## src/rtl/decoder_pipe.sv

```systemverilog
// decoder_pipe: decodes a code into a one-hot / thermometer / inverted one-hot
// word and queues {word, code} in a 2-entry FIFO. The block can also sweep
// every code 0..2**IN_W-1 internally, decoding each one with the mode that was
// present when the sweep started.
//
// Ports:
//   clk, rst              clock, asynchronous active-high reset
//   in_valid / in_ready   input handshake for in_code / in_mode
//   in_code, in_mode      code to decode; mode 00 one-hot, 01 thermometer,
//                         10 inverted one-hot, 11 all zeros
//   scan_start            one-cycle request to sweep all codes (IDLE only)
//   out_valid / out_ready output handshake for out_data / out_code
//   out_data, out_code    oldest stored decoded word and its source code
//   busy                  high while a sweep is running or draining
//
// state | meaning
// IDLE  | accepting codes from the input port
// SCAN  | pushing the internal sweep counter, input port closed
// DRAIN | sweep fully queued, waiting for the FIFO to empty
module decoder_pipe #(
    parameter int IN_W = 3
) (
    input  logic                 clk,
    input  logic                 rst,
    input  logic                 in_valid,
    output logic                 in_ready,
    input  logic [IN_W-1:0]      in_code,
    input  logic [1:0]           in_mode,
    input  logic                 scan_start,
    output logic                 out_valid,
    input  logic                 out_ready,
    output logic [2**IN_W-1:0]   out_data,
    output logic [IN_W-1:0]      out_code,
    output logic                 busy
);

    localparam int OUT_W = 2**IN_W;
    // One extra bit so the counter moves past the last code instead of wrapping.
    localparam logic [IN_W:0] SCAN_LAST = (IN_W+1)'(OUT_W - 1);
    localparam logic [IN_W:0] SCAN_ONE  = (IN_W+1)'(1);

    typedef enum logic [1:0] {
        ST_IDLE  = 2'd0,
        ST_SCAN  = 2'd1,
        ST_DRAIN = 2'd2
    } state_t;

    state_t             state_q, state_d;
    logic [1:0]         count_q, count_d;
    logic               wr_ptr_q, rd_ptr_q;
    logic [IN_W:0]      scan_q, scan_d;
    logic [1:0]         scan_mode_q, scan_mode_d;
    logic [OUT_W-1:0]   data_q [2];
    logic [IN_W-1:0]    code_q [2];

    logic               push, pop;
    logic [OUT_W-1:0]   push_data;
    logic [IN_W-1:0]    push_code;

    function automatic logic [OUT_W-1:0] decode(input logic [IN_W-1:0] code,
                                                input logic [1:0] mode);
        logic [OUT_W-1:0] w;
        w = '0;
        for (int i = 0; i < OUT_W; i++) begin
            case (mode)
                2'b00:   w[i] = (i == int'(code));
                2'b01:   w[i] = (i <= int'(code));
                2'b10:   w[i] = (i != int'(code));
                default: w[i] = 1'b0;
            endcase
        end
        return w;
    endfunction

    // rst is folded in so in_ready reads 0 while reset is held, even though
    // the registered state already looks like an empty IDLE block.
    assign in_ready  = !rst && (state_q == ST_IDLE) && (count_q != 2'd2);
    assign out_valid = (count_q != 2'd0);
    assign out_data  = data_q[rd_ptr_q];
    assign out_code  = code_q[rd_ptr_q];
    assign busy      = (state_q != ST_IDLE);
    assign pop       = out_valid && out_ready;

    always_comb begin
        state_d     = state_q;
        scan_d      = scan_q;
        scan_mode_d = scan_mode_q;
        push        = 1'b0;
        push_data   = decode(in_code, in_mode);
        push_code   = in_code;
        case (state_q)
            ST_IDLE: begin
                push = in_valid && in_ready;
                if (scan_start) begin
                    state_d     = ST_SCAN;
                    scan_d      = '0;
                    scan_mode_d = in_mode;
                end
            end
            ST_SCAN: begin
                push_data = decode(scan_q[IN_W-1:0], scan_mode_q);
                push_code = scan_q[IN_W-1:0];
                // A pop on this edge frees a slot for the sweep push.
                if (count_q != 2'd2 || pop) begin
                    push   = 1'b1;
                    scan_d = scan_q + SCAN_ONE;
                    if (scan_q == SCAN_LAST) begin
                        state_d = ST_DRAIN;
                    end
                end
            end
            ST_DRAIN: begin
                if (count_q == 2'd0 || (count_q == 2'd1 && pop)) begin
                    state_d = ST_IDLE;
                end
            end
            default: state_d = ST_IDLE;
        endcase

        case ({push, pop})
            2'b10:   count_d = count_q + 2'd1;
            2'b01:   count_d = count_q - 2'd1;
            default: count_d = count_q;
        endcase
    end

    always_ff @(posedge clk or posedge rst) begin
        if (rst) begin
            state_q     <= ST_IDLE;
            count_q     <= 2'd0;
            wr_ptr_q    <= 1'b0;
            rd_ptr_q    <= 1'b0;
            scan_q      <= '0;
            scan_mode_q <= 2'b00;
        end else begin
            state_q     <= state_d;
            count_q     <= count_d;
            wr_ptr_q    <= wr_ptr_q ^ push;
            rd_ptr_q    <= rd_ptr_q ^ pop;
            scan_q      <= scan_d;
            scan_mode_q <= scan_mode_d;
        end
    end

    always_ff @(posedge clk or posedge rst) begin
        if (rst) begin
            for (int i = 0; i < 2; i++) begin
                data_q[i] <= '0;
                code_q[i] <= '0;
            end
        end else if (push) begin
            data_q[wr_ptr_q] <= push_data;
            code_q[wr_ptr_q] <= push_code;
        end
    end

endmodule
```

## config.mk

```make
export PLATFORM = sky130hd
export DESIGN_NAME = decoder_pipe
export DESIGN_NICKNAME = d
export VERILOG_FILES = /design/src/rtl/decoder_pipe.sv
export SDC_FILE = /design/constraint.sdc
export NUM_CORES = 1
export LEC_CHECK = 0
export CAP_MARGIN = 20
export CELL_PAD_IN_SITES_DETAIL_PLACEMENT = 0
export CELL_PAD_IN_SITES_GLOBAL_PLACEMENT = 2
export CORE_MARGIN = 2
export CORE_UTILIZATION = 35
export DETAILED_ROUTE_END_ITERATION = 8
export PLACE_DENSITY = 0.76
export SLEW_MARGIN = 15
export SYNTH_ARGS = -nofsm -noshare
export SYNTH_HDL_FRONTEND = slang
export SYNTH_SLANG_ARGS = --single-unit
```

## constraint.sdc

```tcl
create_clock -name clk -period 2.72 [get_ports clk]
set_clock_uncertainty 0.1 [all_clocks]
set_input_delay 0.408 -clock clk [delete_from_list [all_inputs] [get_ports clk]]
set_output_delay 0.408 -clock clk [all_outputs]
set_load 0.01 [all_outputs]
```

# After elaboration in Yosys (flattened, before gate mapping)
# Cells that the tools add are included.
dict set report totals {
  ram_bits 0
  inputBits 10
  wordCells 142
  ff_bits 34
  latchBits 0
  romBits 0
  mem_count 0
}
dict set report classes {
  reduce_logical 24
  bitwise_logic 4
  n_div 0
  mul 0
  eq_ne 43
  order_cmp 17
  addsub 3
  mux 41
  shifts 0
}
# operator n
set ops {}
lappend ops {{$pmux W1 S3} 16}
lappend ops {{$mux W8} 5}
lappend ops {{$eq A3 B3 Y1 const A} 8}
lappend ops {{$le A3 B3 Y1 const A} 8}
lappend ops {{$ne A3 B3 Y1 const A} 8}
lappend ops {{$bwmux W16} 1}
lappend ops {{$mux W3} 5}
lappend ops {{$eq A2 B3 Y1 const A} 4}
lappend ops {{$le A2 B3 Y1 const A} 4}
lappend ops {{$ne A2 B3 Y1 const A} 4}
lappend ops {{$eq A2 B1 Y1 const B} 5}
lappend ops {{$ne A2 B2 Y1 const B} 5}
lappend ops {{$demux W8 S1} 1}
lappend ops {{$eq A2 B2 Y1 const B} 4}
lappend ops {{$logic_not A2 Y1} 4}
lappend ops {{$mux W2} 4}
lappend ops {{$mux W4} 2}
lappend ops {{$pmux W4 S2} 1}
lappend ops {{$reduce_bool A2 Y1} 4}
lappend ops {{$bwmux W6} 1}
lappend ops {{$eq A1 B3 Y1 const A} 2}
lappend ops {{$le A1 B3 Y1 const A} 2}
lappend ops {{$logic_and A1 B1 Y1} 6}
lappend ops {{$logic_not A3 Y1} 2}
lappend ops {{20 further kinds} 26}

# Longest topological paths before layout
# Gate-level depths: netlist (run 1).
dict set report depth {
  depth_word 7
  mapped_depth 10
  ltp_nobuf 9
}

# Least setup slack after synthesis (run 1)
# No wires, ideal clock.
dict set report synth_timing {
  path_kind {reg-to-reg}
  start {register count_q[0]}
  end {register data_q[12] (netlist bit)}
  arrival_ns 2.031
  synth_period_minus_slack_ns 2.255
  stages_incl_launch_ff 8
  setup_time_ns 0.125
  slack_ns 0.465
  n_path_buf 1
  path_cell_list {dfrtp_1 inv_1 ha_1 nor3_1 a21o_1 ha_1 clkbuf_1 mux2_2}
}
# element line
set synth_lines {}
lappend synth_lines {{start, declared} 49} ;# logic [1:0] count_q, count_d;
lappend synth_lines {{start signal, assigned} 137} ;# count_q <= count_d;
lappend synth_lines {{$ne A2 B2 Y1} 77} ;# assign in_ready = !rst && (state_q == ST_IDLE) && (count_q != 2'd2);
lappend synth_lines {{$logic_and A1 B1 Y1} 77}
lappend synth_lines {{net in_ready} 26} ;# output logic in_ready,
lappend synth_lines {{$logic_and A1 B1 Y1} 93} ;# push = in_valid && in_ready;
lappend synth_lines {{$pmux W1 S2} 91} ;# case (state_q)
lappend synth_lines {{end signal, assigned by index} 152} ;# data_q[wr_ptr_q] <= push_data;
lappend synth_lines {{end, declared} 53} ;# logic [OUT_W-1:0] data_q [2];
# The timed path passes the listed nets, and every way through them passes these cells.
# A chain may end at the register's enable or synchronous reset.

# Final worst setup path (run 1)
dict set report layout_timing {
  start {register state_q[0]}
  end {output port in_ready}
}
dict set report layout_between {
  elab_chain_cells 3
}
# element line
set layout_lines {}
lappend layout_lines {{start, declared} 48} ;# state_t state_q, state_d;
lappend layout_lines {{start signal, assigned} 136} ;# state_q <= state_d;
lappend layout_lines {{$logic_not A2 Y1} 77}
lappend layout_lines {{$logic_and A1 B1 Y1 (2 in series)} 77}
lappend layout_lines {{end, declared} 26}
# No other way between the ends.

==> metrics.txt, run 1 <==
outcome=finished, final reports clean; Hold Buf Count CTS=0; CP max-delay cell=clkdlybuf4s50_1; ANT cells=0; IO Port Bufs=23; Mapped Area=2220 sq um; worst path arrival time=1.92 ns; Max Fclk=412 MHz; Initial Util=36.8%; CP delay by family, top=buffers and inverters; YS warnings=0; insertion delay to the later sink of the worst-skew pair=0.29 ns; worst r2r dst=data_q[8]$_DFFE_PP0P_; Slew headroom=59.9%; most frequent cells in the layout=34 x dfrtp_1, 25 x nor2_1, 25 x a21oi_1, 23 x clkdlybuf4s50_1, 21 x mux2_2; number of global-route vias before repair=1734; layout cells sized above 1=15.4%; Worst R2R Start=count_q[0]$_DFFE_PP0P_; Slew Viols, Final=0; Startpoint Class=register; GRT Util Overall=15.4%; CTS tree=built; part of the cycle the worst path needs=89.1%; via/cell ratio=5.14; crit-path cells=nor2_1 -> inv_1 -> nor3_1 -> clkdlybuf4s50_1; number of enable flip-flop cells after synthesis=0; drt drc=0; placed insts=326; worst setup path endpoint=in_ready; Die Y=83.6 um; Mapped Cells=238; Worst Tran Pin Value=0.601 ns; leakage power=1.12 nW; IO Pins=24; DR WL/cell=15.1 um; first-pass GRT wire length=8690 um; H-tree depth=2; Routed WL=5060 um; CTS resizes=0; Total Neg Setup Slack=0 ns; Setup-failing EPs final=0; Worst R2R Setup Slack=0.48 ns; Post-synth ARST share=100%; Register-to-Register Path Depth=10; CP Data Required Time=2.21 ns; crit-path max FO=6; Critical Path Sink Type=primary output; Yosys reg bits=34; most common flop cell mapped by yosys=dfrtp_1; Area growth, synth to finish=18.2%; Avg Inst Size Synth=9.32 sq um; Max VDD drop=0.000735 V; TritonCTS Sinks=34; Die X=83.6 um; deepest clock path buffer count=2; PD cells=1300 nW/um^2; RSZ-0062 raised after global routing=no; max incr delay on CP=0.60 ns; critical path class=register to primary output; post-synth cell types=43; initial antenna violation count=0; post-route minimum period=2.42 ns; Clock Root Buffer=clkbuf_8; Buf/Inv on CP=2; Layout Cells excl Fill=334; Cell Rows=28; final hold vios=0; Post-layout nets=280; dpl hpwl=3750 um; clock slew at reported path FFs=0.07 ns; post-CTS setup buffer count=0; CTS Buf Count=5; largest net degree at the start of global routing=19; commonest non-fill, non-tap cell in the layout=dfrtp_1; Crit path depth=4; Mapped Nets=260; max-cap violation count=0; 1st-iter DRT viols=56; global route overflow=0; GP Congestion=0.700; First-pass DRT Iterations=4; min-delay worst type=input pin to async pin; crit path launch=state_q[0]$_DFFE_PP0P_; vias=1718; Die ar.=6990 sq um; sequential-to-total area share from yosys stat=38.4%; antenna-violating nets left=0; core area=6030 sq um
[cell families after synthesis]
group	share of synthesized area (%)
adder cells (fa/ha/maj)	6.77
multiplexers	11.6
buffers and inverters	5.98
AO/OA/AOI/OAI	17.9
XOR/XNOR	1.98
flip-flops	38.4
AND/OR/NAND/NOR	17.4
[per-stage QoR]
step,instance area (sq um),hold slack (ns),power (mW),setup slack [ns],util [%]
after floorplan,2220,0.351,2.33,0.465,-
after global placement,2510,0.370,2.97,0.331,41.7
after detailed placement,2510,0.382,2.97,0.277,41.7
after CTS,2620,0.386,3.44,0.266,43.5
after global routing,2620,0.420,3.73,0.0955,43.5
final,2620,0.380,3.41,0.295,43.5
[worst min path at each step]
stage	slack (ns)	to
2_1_floorplan	0.35	data_q[0]$_DFFE_PP0P_
3_3_place_gp	0.37	data_q[0]$_DFFE_PP0P_
3_5_place_dp	0.38	data_q[0]$_DFFE_PP0P_
4_1_cts	0.39	data_q[6]$_DFFE_PP0P_
5_1_grt	0.42	data_q[8]$_DFFE_PP0P_
6_report	0.38	data_q[6]$_DFFE_PP0P_
[report_power, final]
group          internal [mW]  total (mW)  leakage, nW  switching (mW)
clock network          0.274       0.451       0.0524           0.177
registers              0.770        1.04        0.404           0.274
logic                  0.991        1.91        0.663           0.921
[final cells by class]
cell class / instances / area [sq um]
Timing Repair Buffer: 31 / 290
Clock buffer: 7 / 76.3
Tap cell: 75 / 93.8
Multi-Input combinational cell: 174 / 1230
Clock inverter: 1 / 30.0
Fill cell: 619 / 3410
Inverter: 12 / 45.0
Sequential cell: 34 / 851
[flip-flops by register name, indices dropped and copies added (netlist names)]
signal,cells
count_q,2
scan_mode_q,2
state_q,2
code_q,6
wr_ptr_q,1
rd_ptr_q,1
data_q,16
scan_q,4
[tightest hold or removal path: stages]
cell             delay, ns
clkdlybuf4s50_1       0.42
inv_1                 0.08
buf_4                 0.23
[synthesized netlist by cell type (4+ instances only)]
master	instances	area, sq um
buf_2	10	50.1
o21ai_0	11	55.1
nor2_1	25	93.8
dfrtp_1	34	851
a21oi_1	25	125
nor2b_1	9	56.3
inv_1	12	45.0
nand2_1	7	26.3
clkbuf_1	6	22.5
nand4_1	4	25.0
ha_1	12	150
nand2b_1	7	43.8
nand3_1	5	25.0
a32oi_1	4	35.0
mux2_2	21	236
xnor2_1	5	43.8
[metal layers]
| metal | part of all wire (%) | GRT usage (%) |
|---|---|---|
| met4 | 1.1 | 3.96 |
| met5 | 0 | 0 |
| met3 | 2.6 | 2.97 |
| met2 | 43 | 23.3 |
| met1 | 53 | 22.6 |
Note: power is estimated with default switching activity, not from simulation.
==> inputs of run 2 (changes only) <==
CORE_UTILIZATION = 32   (was 35)
GPL_TIMING_DRIVEN = 0   (was unset)
PLACE_DENSITY = 0.73   (was 0.76)
clock period = 2.2 ns   (was 2.72 ns; I/O delays follow)
==> run 2 against run 1 <==
  * Critical path depth shrank 1
  * Clock-buffer cell count down 1
  * First-iteration DRC count increased by 18%
  * Worst hold slack better by 0.0068 ns
  * Global-route usage increased by 0.25 points
  * Non-clock buffer count up 17
  * Clock power rose by 9.8%
  * Core utilization is 2.8 points lower
==> metrics.txt, run 2 (synthesized netlist as in run 1, its figures left out) <==
outcome=finished, final reports clean; deepest clock path buffer count=2; Largest Register=data_q; H-tree depth=2; crit-path max FO=10; Die ar.=7610 sq um; Met1 Wirelength=2800 um; Die X=87.2 um; dpl hpwl=3930 um; # fillers=697; ANT cells=0; first-pass GRT wire length=9140 um; Area growth, synth to finish=24.0%; dpl ws=-0.388 ns; IO Pins=24; largest net degree at the start of global routing=35; min-delay worst type=register to register; setup ws final=0.103 ns; post-route minimum period=2.10 ns; IO Port Bufs=23; max incr delay on CP=0.48 ns; CTS Buf Count=5; PD cells=1610 nW/um^2; Initial Util=32.8%; Cell Rows=30; Critical Path Sink Type=primary output; largest registers=data_q (16), code_q (6), scan_q (4); DR WL met3=166 um; final hold vios=0; 1st-iter DRT viols=66; Worst Tran Pin Value=0.721 ns; Slew headroom=51.8%; via/cell ratio=5.15; vias=1833; commonest non-fill, non-tap cell in the layout=dfrtp_1; Layout Cells excl Fill=356; clock slew at reported path FFs=0.07 ns; DR top layer=met4; Total Neg Setup Slack=0 ns; Storage cell area=851 sq um; area of the multi-input gates=1260 sq um; DR WL/cell=15.4 um; Max VDD drop=0.000758 V; Slew Viols, Final=0; Hold Buf Count CTS=0; number of global-route vias before repair=1810; crit-path cells=buf_6 -> mux2_2 -> clkdlybuf4s50_1; leakage power=1.19 nW; Setup-failing EPs final=0; placed insts=341; layout cells sized above 1=23.9%; worst path arrival time=1.67 ns; Startpoint Class=register; RSZ-0062 raised after global routing=no; max-cap violation count=0; CP max-delay cell=clkdlybuf4s50_1; Routed WL=5470 um; global route overflow=0; First-pass DRT Iterations=4; most frequent cells in the layout=34 x dfrtp_1, 25 x a21oi_1, 22 x nor2_1, 22 x clkdlybuf4s50_1, 21 x mux2_2; total power=4.43 mW; Max Fclk=477 MHz; met2 WL post-DR=2450 um; Largest register FFs=16; critical path class=register to primary output; TritonCTS Sinks=34; CTS tree=built; GP Congestion=0.786; antenna-violating nets left=0; Clock Root Buffer=clkbuf_8; GRT Util Overall=15.7%; drt drc=0; core area=6760 sq um; CP Data Required Time=1.77 ns; insertion delay to the later sink of the worst-skew pair=0.29 ns; part of the cycle the worst path needs=95.3%; initial antenna violation count=0; Post-layout nets=297; Die Y=87.2 um
run 2: changes by cell type in the layout (fill, tap and decap cells not counted), moves of 2 or more:
cell	delta
nor2_1	-3
ha_2	+2
buf_6	+2
buf_2	+10
inv_1	-2
inv_2	+2
clkbuf_2	+2
ha_1	-2
clkbuf_8	+3
nor2_2	+2
run 2: layout make-up:
class | count | share of cell area (%)
timing repair buffer | 30 | 10.2
sequential | 34 | 31.0
clock buffer | 6 | 3.00
multi-input combinational | 174 | 45.8
tap | 80 | 3.64
buffer | 18 | 4.28
clock inverter | 2 | 0.455
inverter | 12 | 1.64
run 2: final timing paths:
check | slack [ns] | cells after the start | end | startpoint
worst min register to register | 0.39 | 2 | data_q[0]$_DFFE_PP0P_ | data_q[0]$_DFFE_PP0P_
worst max register to register | 0.14 | 11 | code_q[0]$_DFFE_PP0P_ | count_q[0]$_DFFE_PP0P_
worst min-delay path | 0.39 | 2 | data_q[0]$_DFFE_PP0P_ | data_q[0]$_DFFE_PP0P_
min in group asynchronous | 0.44 | 2 | scan_mode_q[0]$_DFFE_PP0P_ | rst
max in group asynchronous | 1.10 | 2 | rd_ptr_q$_DFF_PP0_ | rst
worst max-delay path | 0.10 | 3 | out_data[4] | rd_ptr_q$_DFF_PP0_
run 2: per-stage QoR:
step | utilization [%] | area [sq um] | hold slack [ns]
after floorplan | - | 2220 | 0.312
after global placement | 37.8 | 2550 | 0.371
after detailed placement | 37.8 | 2550 | 0.377
after CTS | 40.3 | 2720 | 0.395
after global routing | 40.7 | 2750 | 0.412
final | 40.7 | 2750 | 0.387
run 2: worst max-delay path, delay by kind of cell, from the launching register on:
family	cells	cell delay, ns
flip-flops	1	0.37
buffers and inverters	2	0.65
multiplexers	1	0.36
run 2: timing repair:
action,in CTS,in global routing
gates cloned,0,0
buffers inserted,4,3
pin swaps,1,0
setup endpoints to repair,32,22
resized for setup,16,3
run 2: layer usage:
metal	track usage [%]	vias up
li1	-	913
met1	22.3	887
met2	24.1	28
met3	2.94	5
met4	4.62	0
met5	0	-
run 2: where the power goes:
group          switching, mW  internal, mW  total (mW)
sequential             0.187         0.954        1.14
clock                  0.243         0.252       0.495
combinational           1.37          1.42        2.79
